`src/rtl/input_conditioner.sv`:
```
// Multi-channel input conditioner: synchroniser chain, per-channel debounce, optional edge pulses.
// Define INPUT_COND_EDGE_EN to build the rise/fall pulse registers; otherwise rise/fall are tied low.
module input_conditioner #(
    parameter int unsigned      WIDTH           = 4,
    parameter int unsigned      STAGES          = 2,
    parameter int unsigned      DEBOUNCE_CYCLES = 16,
    parameter logic [WIDTH-1:0] DEFAULT_VALUE   = '0
) (
    input  logic             clk,
    input  logic             nRst,
    input  logic [WIDTH-1:0] in,
    output logic [WIDTH-1:0] out,
    output logic [WIDTH-1:0] rise,
    output logic [WIDTH-1:0] fall
);

    localparam int unsigned CNT_W = $clog2(DEBOUNCE_CYCLES) + 1;
    localparam logic [CNT_W-1:0] CNT_MAX = CNT_W'(DEBOUNCE_CYCLES - 1);

    logic [WIDTH-1:0] sync_q [STAGES];
    logic [WIDTH-1:0] s;
    logic [CNT_W-1:0] cnt_q  [WIDTH];
    logic [CNT_W-1:0] cnt_d  [WIDTH];
    logic [WIDTH-1:0] out_d;

    assign s = sync_q[STAGES-1];

    // Plain flop chain; only the first stage may see metastability.
    always_ff @(posedge clk or negedge nRst) begin
        if (!nRst) begin
            for (int k = 0; k < STAGES; k++) sync_q[k] <= DEFAULT_VALUE;
        end else begin
            sync_q[0] <= in;
            for (int k = 1; k < STAGES; k++) sync_q[k] <= sync_q[k-1];
        end
    end

    // Any cycle where s matches out restarts the filter; a full run of mismatches commits s.
    always_comb begin
        out_d = out;
        for (int i = 0; i < WIDTH; i++) begin
            cnt_d[i] = '0;
            if (s[i] != out[i]) begin
                if (cnt_q[i] == CNT_MAX) out_d[i] = s[i];
                else                     cnt_d[i] = cnt_q[i] + CNT_W'(1);
            end
        end
    end

    always_ff @(posedge clk or negedge nRst) begin
        if (!nRst) begin
            out <= DEFAULT_VALUE;
            for (int i = 0; i < WIDTH; i++) cnt_q[i] <= '0;
        end else begin
            out <= out_d;
            for (int i = 0; i < WIDTH; i++) cnt_q[i] <= cnt_d[i];
        end
    end

`ifdef INPUT_COND_EDGE_EN
    // Pulses land on the same edge as the out change.
    always_ff @(posedge clk or negedge nRst) begin
        if (!nRst) begin
            rise <= '0;
            fall <= '0;
        end else begin
            rise <= out_d & ~out;
            fall <= ~out_d & out;
        end
    end
`else
    assign rise = '0;
    assign fall = '0;
`endif

endmodule
```
`config.mk`:
```
export PLATFORM = sky130hd
export DESIGN_NAME = input_conditioner
export DESIGN_NICKNAME = d
export VERILOG_FILES = /design/src/rtl/input_conditioner.sv
export SDC_FILE = /design/constraint.sdc
export NUM_CORES = 1
export LEC_CHECK = 0
export BUFFER_PORTS_ARGS = -buffer_cell sky130_fd_sc_hd__buf_2
export CORE_MARGIN = 3
export CORE_UTILIZATION = 26
export CTS_CLUSTER_SIZE = 10
export DETAILED_ROUTE_END_ITERATION = 8
export PLACE_DENSITY = 0.47
export SYNTH_ARGS = -nofsm -noshare
export SYNTH_HDL_FRONTEND = slang
export SYNTH_SLANG_ARGS = --single-unit
```
`constraint.sdc`:
```
create_clock -name clk -period 1.5 [get_ports clk]
set_clock_uncertainty 0.2 [all_clocks]
set_input_delay 0 -clock clk [delete_from_list [all_inputs] [get_ports clk]]
set_output_delay 0 -clock clk [all_outputs]
set_load 0.02 [all_outputs]
```
=== Word level (Yosys, flattened, before mapping) ===
Index checks and enable logic that the tools add are counted.

* Output and inout bits: 12
* Bits of input ports: 6
* Register bits after elaboration: 32

* Reduce and logical (&&, ||, !) cells: 4
* Multiplexer cells: 8
* Equality and inequality tests: 8
* Add/sub/neg operators: 4

{| class="wikitable"
|+ Operators with widths
! kind !! count
|-
| $mux 5 || 8
|-
| $add 5x1->5 const B || 4
|-
| $eq 5x4->1 const B || 4
|-
| $reduce_and 2->1 || 4
|-
| $ne 1x1->1 || 4
|}

=== Longest topological paths before layout ===
* Word-level depth: 3
* Depth in mapped cells: 4

=== Least setup slack after synthesis ===
Ideal clock, no wire load.

* Path type: reg-to-reg
* Start point: register cnt_q[15] in the netlist's numbering
* End point: register out[0]
* Cell stages (with the launch flop): 5
* Setup slack: 0.144 ns
* Data arrival time: 1.028 ns
* Required time: 1.173 ns
* Path buffers: 0
* Path through: dfrtp_1 -> ha_1 -> nand3_2 -> nor2_1 -> mux2_1

* Longest elaborated chain between the ends: 2

{| class="wikitable"
|+ Ends and longest elaborated chain
! element !! line !! text
|-
| from (decl) || 22 || <nowiki>logic [CNT_W-1:0] cnt_q [WIDTH];</nowiki>
|-
| $eq 5x4->1 || 44 || <nowiki>if (cnt_q[i] == CNT_MAX) out_d[i] = s[i];</nowiki>
|-
| $reduce_and 2->1 (no line) || n/a ||
|-
| to (signal assigned) || 55 || <nowiki>out <= out_d;</nowiki>
|-
| to (decl) || 12 || <nowiki>output logic [WIDTH-1:0] out,</nowiki>
|}

Every way passes these cells.
A chain may end at the register's enable or synchronous reset.

=== Final worst setup path ===
Same ends and word-level chain as after synthesis.

==> summary.txt <==
Outcome
  – Outcome: complete, no violations

Global route
  – First-pass GRT wire length: 2920 um
  – Pin count of the biggest net entering global routing: 33
  – Total global routing overflow: 0
  – GRT Total Usage: 6.62%
  – Vias in the first global route: 683
  – Initial antenna violation count: 0

Power and ir drop
  – Part of the power in registers: 48.3%
  – Sw frac: 20.1%
  – Largest vdd supply drop: 0.665 mV
  – Power density over the cells: 1220 mW/mm^2
  – Leakage: 0.000811 uW
  – Clk pwr share: 45.9%
  – Combinational share of power: 5.9%
  – Int Power: 1530 uW
  – Switching Power: 387 uW

STA
  – Pins Over Slew Limit: 0
  – Relative slew slack: 53.4%
  – Final hold viol count: 0
  – Setup-failing EPs final: 0
  – Worst-margin pin slew: 0.698 ns
  – Final period utilization: 95.0%
  – Fmax: 702 MHz
  – RSZ-0062 raised after global routing: no
  – Tmin final: 1.43 ns
  – Setup TNS: 0 ns

Setup path
  – CP Cell Sequence: ha_1, nand3_2, nor2_1, mux2_1
  – Setup crit start kind: register
  – CP max stage delay: 0.37 ns
  – Critical path startpoint: cnt_q[15]
  – Critical Path Fanout Max: 3
  – Reg2Reg Setup Slack: 0.07 ns
  – Slowest stage cell on the critical path: dfrtp_1
  – CP required: 1.46 ns
  – Worst R2R Path Depth: 4
  – Reg2reg start: cnt_q[15]
  – Worst EP arrival: 1.39 ns
  – Reg-to-Reg End: out[0]
  – Crit path to: out[0]
  – Setup CP Type: reg -> reg
  – Worst setup EP type: register

Drt
  – Metal3 WL: 112 um
  – Vias: 713
  – Top Metal Used: met4
  – Final WL: 1770 um
  – 1st-pass router iterations: 4
  – Post-DRT Antenna Nets: 0
  – Wirelength per Cell: 9.47 um
  – Number of remaining DRC errors: 0
  – Met2 wire len: 826 um
  – Vias per inst: 3.81
  – Metal1 wirelength: 795 um
  – DRC marker count from the first detailed-route iteration: 7

Cells and area
  – Share of cells above drive strength 1: 27.9%
  – N_diodes: 0
  – Fin area: 0.00157 mm^2
  – Area grow syn2layout: 22.5%
  – Final Util: 34.4%
  – NumNets Final: 131
  – Filler cells: 455

Synth
  – Seq cells post-synth: 32
  – Syn Area/Cell: 13.0 um^2
  – Post-synthesis sequential area ratio: 62.4%
  – Synthesized area: 0.00128 mm^2
  – Cells after Synth: 99
  – Synth Warn #: 0
  – Netlist cell types: 16

CTS
  – Maximum root-to-sink buffer count: 2
  – CTS Buf Count: 5
  – Clock latency on the worst-skew pair: 0.28 ns
  – Clock transition at path regs: 0.06 ns
  – Clock root buffer: clkbuf_8
  – Htree depth: 2
  – Clk sinks: 32
  – CTS tree: built

Placement
  – Post-placement cell area: 0.00138 mm^2
  – HPWL after DPL: 1240 um
  – Final GP Congestion: 0.744
  – IO buf count: 9

Run
  – Max cap viols: 0

Die
  – Starting Density: 28.1%
  – Rows: 24
  – Core area: 0.00456 mm^2
  – Die X: 76.2 um
  – I/O pin total: 18
  – Die Y: 76.2 um
  – Die area: 0.00581 mm^2

Hold path
  – Min-delay worst type: in -> async
[timing repair]
item | in CTS | in global routing
endpoints found under the setup margin | 0 | 2
gates resized for setup | 0 | 2
buffers inserted | 0 | 2
hold endpoints to repair | 36 | 0
hold buffers | 5 | 0
[state kept, by name, indices dropped and copies added, names as in the netlist]
name and count:
s 4, out 4, cnt_q 20, sync_q 4
[worst min-delay path by stage]
stage | cells past startpoint | endpoint | slack, ns
after floorplan | 0 | cnt_q[0] | -0.50
after global placement | 1 | sync_q[5] | -0.12
after detailed placement | 1 | sync_q[5] | -0.11
after CTS | 2 | cnt_q[12] | 0.12
after global routing | 2 | sync_q[5] | 0.15
final | 2 | sync_q[5] | 0.1
[kinds of logic (layout without fill, tap and decap cells)]
kind of cell | after synthesis | after routing | synth area share [%]
DFF | 32 | 32 | 62.4
and+or+nand+nor | 32 | 32 | 14.8
xor gates and xnor gates | 12 | 12 | 8.20
buffers and inverters | 10 | 26 | 5.27
adders and majority gates | 4 | 4 | 3.90
AOI/OAI and AO/OA | 4 | 4 | 1.56
muxes | 4 | 4 | 3.51
other | 1 | 8 | 0.292
[power by group through the flow]
stage                     sequential, uW  combinational (uW)  clock [uW]
final                                927                 113         881
after global routing                 930                 131         959
after CTS                            927                 108         911
after detailed placement             942                98.0           0
after global placement               940                94.0           0
after floorplan                      936                80.9           0
[cells in the mapped netlist]
library cell	number	share of area [%]
conb_1	1	0.29
nand3_1	4	1.6
dfrtp_1	32	62
o21ai_1	4	1.6
and2_2	4	2.3
xor2_1	12	8.2
mux2_1	4	3.5
nor2_1	11	3.2
nand3_2	4	3.1
inv_1	2	0.59
nor2_2	3	1.5
and3_1	2	0.98
ha_1	4	3.9
and2_1	2	0.98
buf_4	8	4.7
and3_2	2	1.2
[worst max-delay path, delay by kind of cell, from the launching register on]
family / cells / cell delay [ns]
and+or+nand+nor: 2 / 0.21
DFF: 1 / 0.37
muxes: 1 / 0.32
adders and majority gates: 1 / 0.21
[cell type report]
type | count | area [um^2] | area share, %
repair buffers | 16 | 110 | 7.01
multi-input cells | 64 | 445 | 28.3
clock buffers | 7 | 96.3 | 6.13
inverters | 2 | 7.51 | 0.478
well taps | 65 | 81.3 | 5.18
flip-flops and latches | 32 | 801 | 51.0
clock inverters | 1 | 30.0 | 1.91
[cell usage in the layout (no fill, tap or decap)]
cell type      synthesis  final
and2_1                 2      2
and2_2                 4      4
and3_1                 2      2
and3_2                 2      2
buf_2                  0      9
buf_4                  8      2
bufinv_16              0      1
clkbuf_8               0      7
conb_1                 1      8
dfrtp_1               32     32
dlygate4sd3_1          0      5
ha_1                   4      2
ha_2                   0      2
inv_1                  2      2
mux2_1                 4      4
nand3_1                4      4
nand3_2                4      4
nor2_1                11     11
nor2_2                 3      3
o21ai_1                4      4
xor2_1                12     12
[per-stage QoR]
step                      cells  hold slack (ns)  setup WS, ns  power, uW
final                       187           0.0998        0.0747       1920
after global routing        187            0.154      0.000210       2020
after CTS                   185            0.122        0.0340       1950
after detailed placement    172           -0.110        0.0499       1040
after global placement      172           -0.125        0.0838       1030
after floorplan             106           -0.496         0.144       1020
[routing by layer]
layer / up-vias / global-route usage (%)
met3: 4 / 3.55
li1: 348 / -
met2: 21 / 9.67
met4: 0 / 4.35
met1: 340 / 7.46
met5: - / 0
Power figures use the tool's default switching activity.
